<file path="src/rtl/dbg_pkg.sv">
// Shared types and constants for the regfile debug port.
// Latency: none (declarations only).
// Backpressure: none (declarations only).
package dbg_pkg;

    localparam int DATA_W_D = 32;
    localparam int ADDR_W_D = 5;

    // VERIFY is only entered when DBG_READBACK_EN is defined
    typedef enum logic [2:0] {
        IDLE,
        HALT,
        ACCESS,
        VERIFY,
        RESP
    } dbgState_t;

    // Channel index width; a single channel still needs one bit
    function automatic int chWidth(input int numCh);
        return (numCh <= 1) ? 1 : $clog2(numCh);
    endfunction

endpackage

</file>
<file path="src/rtl/snoop_fifo.sv">
// Small circular FIFO with clear and a sticky overflow flag.
// Latency: pushed entry visible at the head one cycle after the push.
// Backpressure: push while full is dropped (sets overflow) unless a pop happens the same cycle.
module snoop_fifo #(
    parameter int WIDTH = 37,
    parameter int DEPTH = 4
) (
    input  logic             clock,
    input  logic             reset,
    input  logic             push,
    input  logic [WIDTH-1:0] pushData,
    input  logic             pop,
    input  logic             clr,
    output logic [WIDTH-1:0] popData,
    output logic             empty,
    output logic             full,
    output logic             overflow
);

    localparam int PTR_W = (DEPTH > 1) ? $clog2(DEPTH) : 1;

    logic [WIDTH-1:0] mem [DEPTH];
    logic [PTR_W-1:0] wrPtr;
    logic [PTR_W-1:0] rdPtr;
    logic [PTR_W:0]   count;
    logic             doPush;
    logic             doPop;

    assign empty   = (count == '0);
    assign full    = (count == (PTR_W+1)'(DEPTH));
    // A pop on an empty FIFO is ignored; a pop frees a slot for a same-cycle push
    assign doPop   = pop && !empty;
    assign doPush  = push && (!full || doPop);
    assign popData = mem[rdPtr];

    // Pointer, occupancy and overflow update; clear outranks push and pop
    always_ff @(posedge clock or negedge reset) begin
        if (!reset) begin
            wrPtr    <= '0;
            rdPtr    <= '0;
            count    <= '0;
            overflow <= 1'b0;
            for (int i = 0; i < DEPTH; i++) begin
                mem[i] <= '0;
            end
        end else if (clr) begin
            wrPtr    <= '0;
            rdPtr    <= '0;
            count    <= '0;
            overflow <= 1'b0;
        end else begin
            if (doPush) begin
                mem[wrPtr] <= pushData;
                wrPtr      <= wrPtr + PTR_W'(1);
            end
            if (doPop) begin
                rdPtr <= rdPtr + PTR_W'(1);
            end
            if (doPush && !doPop) begin
                count <= count + (PTR_W+1)'(1);
            end else if (doPop && !doPush) begin
                count <= count - (PTR_W+1)'(1);
            end
            if (push && !doPush) begin
                overflow <= 1'b1;
            end
        end
    end

endmodule

</file>
<file path="src/rtl/regfile_dbg_port.sv">
// Debug access to the regfile: halts the CPU, serves one channel read/write, snoops CPU writes (option DBG_READBACK_EN).
// Latency: t_req -> t_gnt 2 cycles, t_gnt -> t_rvalid 2 cycles (writes 3 with DBG_READBACK_EN).
// Backpressure: requesters hold t_req until t_gnt; snoop drops pushes when full and flags s_overflow.
module regfile_dbg_port
    import dbg_pkg::*;
#(
    parameter int DATA_W      = DATA_W_D,
    parameter int ADDR_W      = ADDR_W_D,
    parameter int NUM_CH      = 2,
    parameter int SNOOP_DEPTH = 4
) (
    input  logic                       clock,
    input  logic                       reset,
    input  logic                       p_we,
    input  logic [ADDR_W-1:0]          p_wreg,
    input  logic [ADDR_W-1:0]          p_rega,
    input  logic [ADDR_W-1:0]          p_regb,
    input  logic [DATA_W-1:0]          p_wdata,
    output logic                       proc_stall,
    output logic                       r_we,
    output logic [ADDR_W-1:0]          r_wreg,
    output logic [ADDR_W-1:0]          r_rega,
    output logic [ADDR_W-1:0]          r_regb,
    output logic [DATA_W-1:0]          r_wdata,
    input  logic [DATA_W-1:0]          r_rdata_a,
    input  logic [NUM_CH-1:0]          t_req,
    input  logic [NUM_CH-1:0]          t_we,
    input  logic [NUM_CH*ADDR_W-1:0]   t_reg,
    input  logic [NUM_CH*DATA_W-1:0]   t_wdata,
    output logic [NUM_CH-1:0]          t_gnt,
    output logic                       t_rvalid,
    output logic [DATA_W-1:0]          t_rdata,
    output logic [chWidth(NUM_CH)-1:0] t_rch,
`ifdef DBG_READBACK_EN
    output logic                       t_mismatch,
`endif
    output logic                       s_valid,
    output logic [ADDR_W-1:0]          s_reg,
    output logic [DATA_W-1:0]          s_data,
    input  logic                       s_ready,
    input  logic                       s_clr,
    output logic                       s_overflow
);

    localparam int CH_W    = chWidth(NUM_CH);
    localparam int SNOOP_W = ADDR_W + DATA_W;

    dbgState_t         state;
    dbgState_t         stateNext;
    logic [CH_W-1:0]   lastCh;
    logic [CH_W-1:0]   winCh;
    logic              winVld;
    logic              winWe;
    logic [ADDR_W-1:0] winReg;
    logic [DATA_W-1:0] winWdata;
    logic [NUM_CH-1:0] winOneHot;
    logic [CH_W-1:0]   latCh;
    logic              latWe;
    logic [ADDR_W-1:0] latReg;
    logic [DATA_W-1:0] latWdata;
    logic [DATA_W-1:0] respData;
    logic              snoopPush;
    logic              snoopEmpty;
    logic              unusedFull;
    logic [SNOOP_W-1:0] snoopHead;

    // Round-robin: first requester above the last grant wins, else wrap to the lowest
    always_comb begin
        winVld = 1'b0;
        winCh  = '0;
        for (int i = 0; i < NUM_CH; i++) begin
            if (!winVld && t_req[i] && (i > int'(lastCh))) begin
                winVld = 1'b1;
                winCh  = CH_W'(i);
            end
        end
        for (int i = 0; i < NUM_CH; i++) begin
            if (!winVld && t_req[i] && (i <= int'(lastCh))) begin
                winVld = 1'b1;
                winCh  = CH_W'(i);
            end
        end
    end

    // Pick the winning channel's command fields and grant vector
    always_comb begin
        winWe     = 1'b0;
        winReg    = '0;
        winWdata  = '0;
        winOneHot = '0;
        for (int i = 0; i < NUM_CH; i++) begin
            if (CH_W'(i) == winCh) begin
                winWe        = t_we[i];
                winReg       = t_reg[i*ADDR_W +: ADDR_W];
                winWdata     = t_wdata[i*DATA_W +: DATA_W];
                winOneHot[i] = winVld;
            end
        end
    end

    // FSM state register
    always_ff @(posedge clock or negedge reset) begin
        if (!reset) begin
            state <= IDLE;
        end else begin
            state <= stateNext;
        end
    end

    // FSM next state; HALT falls back to IDLE if every request was withdrawn
    always_comb begin
        stateNext = state;
        case (state)
            IDLE:   stateNext = (|t_req) ? HALT : IDLE;
            HALT:   stateNext = winVld ? ACCESS : IDLE;
`ifdef DBG_READBACK_EN
            ACCESS: stateNext = latWe ? VERIFY : RESP;
`else
            ACCESS: stateNext = RESP;
`endif
            VERIFY: stateNext = RESP;
            RESP:   stateNext = (|t_req) ? HALT : IDLE;
            default: stateNext = IDLE;
        endcase
    end

    assign proc_stall = (state != IDLE);

    // Writes to r0 have no effect, so their response reports the bus readback instead
`ifdef DBG_READBACK_EN
    assign respData = r_rdata_a;
`else
    assign respData = (latWe && (latReg != '0)) ? latWdata : r_rdata_a;
`endif

    // Latch the granted command in HALT and register the response at the end of RESP
    always_ff @(posedge clock or negedge reset) begin
        if (!reset) begin
            lastCh   <= '0;
            latCh    <= '0;
            latWe    <= 1'b0;
            latReg   <= '0;
            latWdata <= '0;
            t_gnt    <= '0;
            t_rvalid <= 1'b0;
            t_rdata  <= '0;
            t_rch    <= '0;
        end else begin
            t_gnt    <= '0;
            t_rvalid <= 1'b0;
            if ((state == HALT) && winVld) begin
                lastCh   <= winCh;
                latCh    <= winCh;
                latWe    <= winWe;
                latReg   <= winReg;
                latWdata <= winWdata;
                t_gnt    <= winOneHot;
            end
            if (state == RESP) begin
                t_rvalid <= 1'b1;
                t_rch    <= latCh;
                t_rdata  <= respData;
            end
        end
    end

`ifdef DBG_READBACK_EN
    // Flag a write whose readback differs from the data written
    always_ff @(posedge clock or negedge reset) begin
        if (!reset) begin
            t_mismatch <= 1'b0;
        end else begin
            t_mismatch <= (state == RESP) && latWe && (r_rdata_a != latWdata);
        end
    end
`endif

    // Regfile mux: processor owns the bus in IDLE/HALT, the latched command otherwise
    always_comb begin
        r_we    = p_we;
        r_wreg  = p_wreg;
        r_rega  = p_rega;
        r_regb  = p_regb;
        r_wdata = p_wdata;
        case (state)
            ACCESS: begin
                r_we    = latWe;
                r_wreg  = latWe ? latReg : '0;
                r_wdata = latWe ? latWdata : '0;
                r_rega  = latWe ? '0 : latReg;
                r_regb  = '0;
            end
            VERIFY, RESP: begin
                r_we    = 1'b0;
                r_wreg  = '0;
                r_wdata = '0;
                r_rega  = latReg;
                r_regb  = '0;
            end
            default: ;
        endcase
    end

    // Only processor writes to a real register while it owns the bus are traced
    assign snoopPush = p_we && (p_wreg != '0) && ((state == IDLE) || (state == HALT));

    snoop_fifo #(
        .WIDTH (SNOOP_W),
        .DEPTH (SNOOP_DEPTH)
    ) uSnoop (
        .clock    (clock),
        .reset    (reset),
        .push     (snoopPush),
        .pushData ({p_wreg, p_wdata}),
        .pop      (s_ready),
        .clr      (s_clr),
        .popData  (snoopHead),
        .empty    (snoopEmpty),
        .full     (unusedFull),
        .overflow (s_overflow)
    );

    assign s_valid = !snoopEmpty;
    assign s_reg   = snoopHead[SNOOP_W-1 -: ADDR_W];
    assign s_data  = snoopHead[DATA_W-1:0];

endmodule

</file>
<file path="config.mk">
export PLATFORM = sky130hd
export DESIGN_NAME = regfile_dbg_port
export DESIGN_NICKNAME = d
export VERILOG_FILES = /design/src/rtl/dbg_pkg.sv /design/src/rtl/snoop_fifo.sv /design/src/rtl/regfile_dbg_port.sv
export SDC_FILE = /design/constraint.sdc
export NUM_CORES = 1
export LEC_CHECK = 0
export ABC_AREA = 1
export CAP_MARGIN = 15
export CORE_MARGIN = 8
export CORE_UTILIZATION = 45
export CTS_CLUSTER_SIZE = 30
export DETAILED_ROUTE_END_ITERATION = 7
export PLACE_DENSITY = 0.75
export SYNTH_ARGS = -nofsm -noshare
export SYNTH_HDL_FRONTEND = slang
export SYNTH_SLANG_ARGS = --single-unit
</file>
<file path="constraint.sdc">
create_clock -name clock -period 3.6 [get_ports clock]
set_input_delay 0.54 -clock clock [delete_from_list [all_inputs] [get_ports clock]]
set_output_delay 0.54 -clock clock [all_outputs]
set_load 0.02 [all_outputs]
</file>
Word-level counts from Yosys, hierarchy flattened

Index checks and enable logic that the tools add are counted.

Register bits after elaboration: 234
Input bits: 162
Output and inout bits: 124

Add/sub/neg operators: 4
Order comparisons: 5
Equality and inequality tests: 5
Multiplexer cells: 39
Bitwise logic cells: 3
Reduce and logical (&&, ||, !) cells: 37

Operators by type and width:

| operator                                                 | count |
|---|---|
| bitwise mux 148 bit                                      | 1 |
| two-way mux 37 bit                                       | 3 |
| two-way mux 32 bit                                       | 3 |
| binary-select mux 37 bit (select 2 bit)                  | 1 |
| demux 37 bit (select 2 bit)                              | 1 |
| case mux 32 bit (2 select lines)                         | 1 |
| two-way mux 5 bit                                        | 4 |
| case mux 5 bit (2 select lines)                          | 2 |
| logical AND 1 bit                                        | 14 |
| two-way mux 1 bit                                        | 12 |
| two-way mux 2 bit                                        | 6 |
| nonzero test 5 bit                                       | 2 |
| two-way mux 3 bit                                        | 3 |
| case mux 3 bit (3 select lines)                          | 1 |
| OR reduction 2 bit                                       | 4 |
| equality test 3 x 2 -> 1 bit, second input constant      | 2 |
| equality test 3 bit, second input constant               | 2 |
| greater-or-equal comparator 3 bit, second input constant | 2 |
| zero test 1 bit                                          | 6 |
| zero test 3 bit                                          | 2 |
| inverter 2 -> 3 bit                                      | 2 |
| nonzero test 2 bit                                       | 3 |
| nonzero test 3 bit                                       | 2 |
| adder 2 x 1 -> 2 bit, second input constant              | 2 |
| 11 further kinds                                         | 12 |

Depth between registers and ports, before layout

Gate-level depths: netlist of run 1.

Depth in word-level cells: 12
Mapped depth: 11
Depth with buffers taken out: 10

By module

Synthesis of run 1 repeated with hierarchy kept, for this count alone.

Cells, all modules: 1603
Area total of the unflattened synthesis: 12156.7 µm²

By module, submodules not included:

| module           | times used | cells each | area each (µm²) |
|---|---|---|---|
| snoop_fifo       | 1          | 921        | 7492.2 |
| regfile_dbg_port | 1          | 682        | 4664.5 |

Worst setup path after synthesis of run 1

No wires, ideal clock.

Kind: register to output
From: register uSnoop.rdPtr[0]
To: output s_data[0]
Arrival time: 1.525 ns
Required time: 3.060 ns
Path slack: 1.535 ns
Stages on the path, launching flop included: 7
Cells stage by stage: dfrtp_1 > clkbuf_1 > inv_1 > buf_2 > clkbuf_1 > nor2_1 > o22ai_1

Cells in the longest elaborated chain, start to end: 4

RTL lines:

| what                                                  | RTL line               | RTL |
|---|---|---|
| from (decl)                                           | snoop_fifo.sv:24       | `logic [PTR_W-1:0] rdPtr;` |
| from (signal assigned)                                | snoop_fifo.sv:57       | `rdPtr <= rdPtr + PTR_W'(1);` |
| inverter 2 -> 3 bit (implied by the code)             | snoop_fifo.sv:34       | `assign popData = mem[rdPtr];` |
| binary-select mux 37 bit (select 2 bit)               | snoop_fifo.sv:34       |  |
| two-way mux 37 bit (implied by the code) (2 in a row) | snoop_fifo.sv:34       |  |
| to (decl)                                             | regfile_dbg_port.sv:39 | `output logic [DATA_W-1:0] s_data,` |

No other way between the ends. The select of a mux whose other input is x is not followed.

Final worst setup path of run 1

From: register state[1]
To: output r_wdata[1]

Cells in the longest elaborated chain, start to end: 3
Elaborated cells between the ends (all ways): 5
Those cells by class: 3 x eq/ne; 1 x mux; 1 x reduce/logical

RTL lines:

| what                                                                       | RTL line                | RTL |
|---|---|---|
| from (decl)                                                                | regfile_dbg_port.sv:48  | `dbgState_t state;` |
| from (signal assigned)                                                     | regfile_dbg_port.sv:106 | `state <= stateNext;` |
| equality test 3 bit / equality test 3 x 2 -> 1 bit (equally long branches) | regfile_dbg_port.sv:185 | `case (state)` |
| OR reduction 2 bit                                                         | regfile_dbg_port.sv:185 |  |
| case mux 32 bit (2 select lines) (*)                                       | regfile_dbg_port.sv:185 |  |
| to (decl)                                                                  | regfile_dbg_port.sv:24  | `output logic [DATA_W-1:0] r_wdata,` |

Mark *: on every way between the ends. The rest lies on a longest branch, timed or not.

==> results.toml, run 1 <==
[synth]
async_flop_share = 1.00
synth_top_family_by_area = "compound AO/OA/AOI/OAI gates"
ys_ff_latch = 234
muxShareOfSynthArea = 0
synth_nets = 1438
synth-simple-area-share = 0.153
synth_seq_area_share = 0.546
synthCells = 1271
synth-edff-count = 0
syn_area_mm2 = 0.0107
synth_xor_area_frac = 0
synth_top_area_share = 0.546
ys_types = 27
synthAdderAreaFrac = 0.00653
yosys.area.top_type = "dfrtp_1"
synthTopCellsByArea = "dfrtp_1, nand2_1, o21ai_1"
yosysMostFrequentCell = "nand2_1"
synth_common_cells = "nand2_1, dfrtp_1, nor2_1"
syn_avg_cell_area_um2 = 8.44
synth_compound_area_frac = 0.213
synth_flop_cell = "dfrtp_1"
ys.warnings.count = 0

[sta]
fin_skew_ps = 12.1
rsz0062_at_grt = "false"
maxSlewViolCount = 0
holdWs_ps = 42.5
setup-tns-final_ps = 0
fin_crit_ps = 3430
max_freq_ghz = 0.291
setup_violations = 0
hold_violations = 0
max_slew_margin = 0.261
worst_pin_slew_ps = 1110
finalCritPeriodShare = 0.953

[clocking]
cts_root_buf = "clkbuf_16"
cts_tree = "done"
htreeDepth = 1
ctsLongestPathBuffers = 3
numCtsBuffers = 26
clkTransAtPathRegs_ps = 60
cts.sinks = 234
clkLatencyLatePin_ps = 530

[setup_path]
crit_slowest_cell = "clkdlybuf4s50_1"
crit_type = "flip-flop to primary output"
critical_path_buf_inv_count = 3
cp.required_ps = 3060
rrSetupSlack_ps = 1290
crit_path_end_kind = "primary output"
worst_setup_path_start_kind = "flip-flop"
cp_slowest_stage_delay_ps = 650
cp_data_arrival_time_ps = 2890
critPathTopFamily = "buffers and inverters"
crit_path_cell_trace = "inv_1 -> nor2_1 -> nand3_2 -> buf_4 -> o22ai_1 -> clkdlybuf4s50_1"
cp_max_fo = 20

[detailed_routing]
drcViolationCount = 0
initialDrtViolationCount = 1015
drt-wirelength-per-cell_um = 19.9
vias_per_cell = 5.49
num_vias = 10200
ant_nets = 0
routed_wirelength_um = 37000
firstDrtPassIters = 6

[grt]
grt.overflow.total = 0
antenna_found_initial = 2
grt_max_degree = 107
grt_pass1_vias = 10000
grt_pass1_wl_um = 57200
grt_util_all_layers = 0.250

[finish]
nets = 1688
design_area_mm2 = 0.0147
drive_above_1_share = 0.0545
area_delta_synth_final_pct = 36.6

[pwr]
ir_worst_vdd_mv = 0.531
p_leak_nw = 6.55
power_density_mw_per_mm2 = 932

[floorplanning]
rows = 56
io_pins = 286
start_util = 0.457
core_mm2 = 0.0235
dieArea_mm2 = 0.0290
dieWidth_um = 170
die_h_um = 170

[placement]
numPortBuffers = 285
dpl_cell_area_mm2 = 0.0138
hpwl_um = 25800
place.gp.congestion = 0.910

[run]
drv_cap = 0

[status]
status = "completed"

[worst_hold_path]
hold_class = "primary input to asynchronous set/reset pin"
[metrics by stage]
stage                      util  worst slack [ps]  std cells  total power [mW]
after global routing      0.624              32.8       1860              14.5
after detailed placement  0.587               544       1812              10.9
after floorplan               -              1530       1271              8.07
final                     0.624               167       1860              13.7
after global placement    0.587               618       1812              10.8
after CTS                 0.624               175       1859              13.7
[routing by layer]
| layer | vias to the layer above | wire (µm) | global-route usage |
|---|---|---|---|
| met5 | - | 13 | 0 |
| met4 | 2 | 1220 | 0.0782 |
| met3 | 73 | 3380 | 0.0591 |
| met2 | 483 | 16900 | 0.403 |
| met1 | 4900 | 15600 | 0.330 |
| li1 | 4748 | - | - |
[cells in the final DEF, fill, tap and decap left out, drive strengths merged, types with 3 or more instances in the layout]
cell type      netlist  layout
a21oi               68      68
buf                 40      26
bufinv               0       3
clkbuf              48      36
clkdlybuf4s50        0     284
clkinv               0       8
dfrtp              234     234
ha                   4       4
inv                105     105
nand2              283     283
nand3                9       9
nor2               126     126
nor3                 3       3
o211ai              37      37
o21ai              230     230
o22ai               80      80
[flip-flops by register name (all words and copies together) (netlist names)]
name / cells
uSnoop.count: 3
uSnoop.wrPtr: 2
t_rvalid: 1
latReg: 5
uSnoop.rdPtr: 2
uSnoop.mem: 148
latCh: 1
t_rch: 1
t_rdata: 32
state: 3
t_gnt: 2
uSnoop.overflow: 1
latWdata: 32
latWe: 1
[final timing paths]
path / cells past startpoint / start / to
hold / removal: 1 / reset / latWdata[22]
hold reg to reg: 2 / uSnoop.mem[90] / uSnoop.mem[90]
max in group asynchronous: 2 / reset / uSnoop.mem[134]
setup / recovery: 6 / state[1] / r_wdata[1]
setup reg to reg: 9 / state[2] / uSnoop.mem[144]
min in group clock: 2 / uSnoop.mem[90] / uSnoop.mem[90]
[kinds of logic (layout without fill, tap and decap cells)]
logic type,after synthesis,after routing
AOI/OAI and AO/OA,417,417
adders and majority gates,5,5
buffers and inverters,193,462
DFF,234,234
other,0,1
and+or+nand+nor,422,422
[worst register-to-register path, stage by stage, from the launching register on]
cell     delay [ps]
dfrtp_1         440
nor3_2          400
nand2_1         190
inv_2           120
nand2_4          70
nor2_8          130
nand2_2         340
buf_4           360
nand2_1          90
o21ai_1          60
[report_power, final]
group	leakage, nW	total, mW	switching [mW]	internal (mW)
combinational	3.15	6.53	3.88	2.65
sequential	2.97	4.42	0.620	3.80
clock	0.436	2.71	1.08	1.63
total	6.55	13.7	5.58	8.08
[repair_timing]
action | CTS | global route
hold buffers | 0 | 0
endpoints found under the setup margin | 1 | 0
setup buffers | 0 | 0
resized for setup | 1 | 0
[final cells by class]
| cell class | count | area (µm²) |
|---|---|---|
| fill | 1951 | 8820 |
| sequential | 234 | 5860 |
| multi-input combinational | 844 | 4030 |
| timing repair buffer | 310 | 3100 |
| clock buffer | 36 | 728 |
| tap | 319 | 399 |
| inverter | 105 | 394 |
| clock inverter | 11 | 153 |
| antenna | 1 | 2.50 |
Note: power is estimated with default switching activity, not from simulation.
==> run 2, diff against run 1 <==
Settings changed: PLACE_DENSITY 0.75 to 0.73, SYNTH_HIERARCHICAL from default to 1.
==> results.toml, run 2 <==
[synth]
ys_ff_latch = 234
yosys.area.top_type = "dfrtp_1"
ys_types = 32
synth_flop_cell = "dfrtp_1"
synthCells = 1603
synth_seq_area_share = 0.482
yosysMostFrequentCell = "nand2_1"
synth_top_area_share = 0.482
async_flop_share = 1.00
synthTopCellsByArea = "dfrtp_1, nand2_1, o21ai_0"
synth_nets = 1770
ys.warnings.count = 6
synth_common_cells = "nand2_1, dfrtp_1, o21ai_0"
syn_area_mm2 = 0.0122
syn_avg_cell_area_um2 = 7.58
synth-edff-count = 0

[floorplanning]
dieArea_mm2 = 0.0325
io_pins = 286
core_mm2 = 0.0267
die_h_um = 180
dieWidth_um = 180
start_util = 0.455
rows = 60

[setup_path]
critical_path_buf_inv_count = 3
crit_type = "flip-flop to primary output"
critPathTopFamily = "buffers and inverters"
crit_slowest_cell = "clkdlybuf4s50_1"
cp_data_arrival_time_ps = 2900
cp_slowest_stage_delay_ps = 640
crit_path_end_kind = "primary output"
crit_path_cell_trace = "nor2_2 -> nand2_2 -> buf_12 -> buf_4 -> nand3_1 -> o21ai_1 -> clkdlybuf4s50_1"
cp.required_ps = 3060
worst_setup_path_start_kind = "flip-flop"
cp_max_fo = 46

[clocking]
cts_root_buf = "clkbuf_16"
cts_setup_buffers = 0
clkTransAtPathRegs_ps = 60
cts_tree = "done"
cts_hold_buf = 0
numCtsBuffers = 27
cts.sinks = 234
clkLatencyLatePin_ps = 530
cts_resized = 0
ctsLongestPathBuffers = 3
htreeDepth = 1

[detailed_routing]
ant_nets = 0
drt-wirelength-per-cell_um = 19.0
routed_wirelength_um = 41700
vias_per_cell = 5.34
drcViolationCount = 0
num_vias = 11700
firstDrtPassIters = 5
initialDrtViolationCount = 1357

[finish]
area_delta_synth_final_pct = 31.3
largest_reg_flops = 148
top_regs = "uSnoop/mem x148, latWdata x32, t_rdata x32"
utilization = 0.597
most-common-layout-cells = "nand2_1, clkdlybuf4s50_1, dfrtp_1"
drive_above_1_share = 0.0669
diodes = 0
regMostFlops = "uSnoop/mem"
nets = 2000
layout_commonest_cell = "nand2_1"

[grt]
grt_max_degree = 93
antenna_found_initial = 0
use_met2 = 0.401
grt.overflow.total = 0
use_met1 = 0.331
grt_util_all_layers = 0.250
gr-usage-met3 = 0.0694
grt-busiest-layer = "met2"
grt_pass1_vias = 11600
grt_pass1_wl_um = 65800

[pwr]
ir_worst_vdd_mv = 0.459
power_density_mw_per_mm2 = 892
p_leak_nw = 7.99

[sta]
setup-tns-final_ps = 0
maxSlewViolCount = 0
max_freq_ghz = 0.291
setup_violations = 0
fin_skew_ps = 8.22
worst_pin_slew_ps = 1140
finalCritPeriodShare = 0.954
max_slew_margin = 0.238
hold_violations = 0
fin_crit_ps = 3440
rsz0062_at_grt = "false"

[status]
status = "completed"

[placement]
hpwl_um = 28400
numPortBuffers = 285
place.gp.congestion = 0.888

[worst_hold_path]
hold_class = "primary input to asynchronous set/reset pin"

[run]
drv_cap = 0
## run 2: changes by cell type after synthesis, sizes merged, moves of 5 or more
cell    previous run  this run
buf               40        59
o22ai             80        38
nand3              9       118
o211ai            37         0
nand2            283       591
nor2             126        95
a21oi             68         4
o21ai            230       294
clkbuf            48        53
## run 2: final timing paths
kind | startpoint | endpoint | slack (ps) | cells past startpoint
setup reg to reg | state[1] | uSnoop/mem[22] | 1310 | 7
hold / removal | reset | t_rdata[9] | 0.6 | 1
setup / recovery | state[0] | r_wdata[1] | 160 | 7
max in group asynchronous | reset | uSnoop/mem[27] | 2610 | 2
hold reg to reg | uSnoop/mem[90] | uSnoop/mem[90] | 470 | 2
min in group clock | uSnoop/mem[90] | uSnoop/mem[90] | 470 | 2
## run 2: layer usage
layer  up-vias  part of all wire
li1       5615                 -
met1      5553              0.43
met2       493              0.46
met3        52             0.089
met4         0             0.018
met5         -                 0
## run 2: final cells by class
cell class | count | area (µm²)
Tap cell | 341 | 427
Sequential cell | 234 | 5860
Multi-Input combinational cell | 1152 | 5250
Inverter | 105 | 397
Fill cell | 2446 | 10800
Clock buffer | 40 | 774
Clock inverter | 9 | 85.1
Timing Repair Buffer | 313 | 3170
## run 2: report_power, final
part | internal [mW] | switching (mW)
logic | 2.74 | 4.51
registers | 3.76 | 0.574
clock network | 1.56 | 1.10
## run 2: cells by family after synthesis
family,synth area share
flops,0.482
buf+inv,0.0870
fa+ha+maj,0.00576
simple gates,0.274
xor+xnor,0.000721
compound gates,0.151
## run 2: stage by stage
step,instances,setup WS (ps),power [mW],area [µm²],hold slack (ps)
2_1_floorplan,1603,1570,8.57,12200,244
3_3_place_gp,2145,629,11.5,15100,457
3_5_place_dp,2145,520,11.6,15100,463
4_1_cts,2194,186,14.3,16000,30.0
5_1_grt,2194,20.3,15.2,16000,62.3
6_report,2194,165,14.2,16000,0.605
==> run 3, diff against run 2 <==
Settings changed: CTS_CLUSTER_SIZE 30 to default.
==> results of run 3 <==
Same layout as run 2: the final DEF is identical, and so are final timing and power.
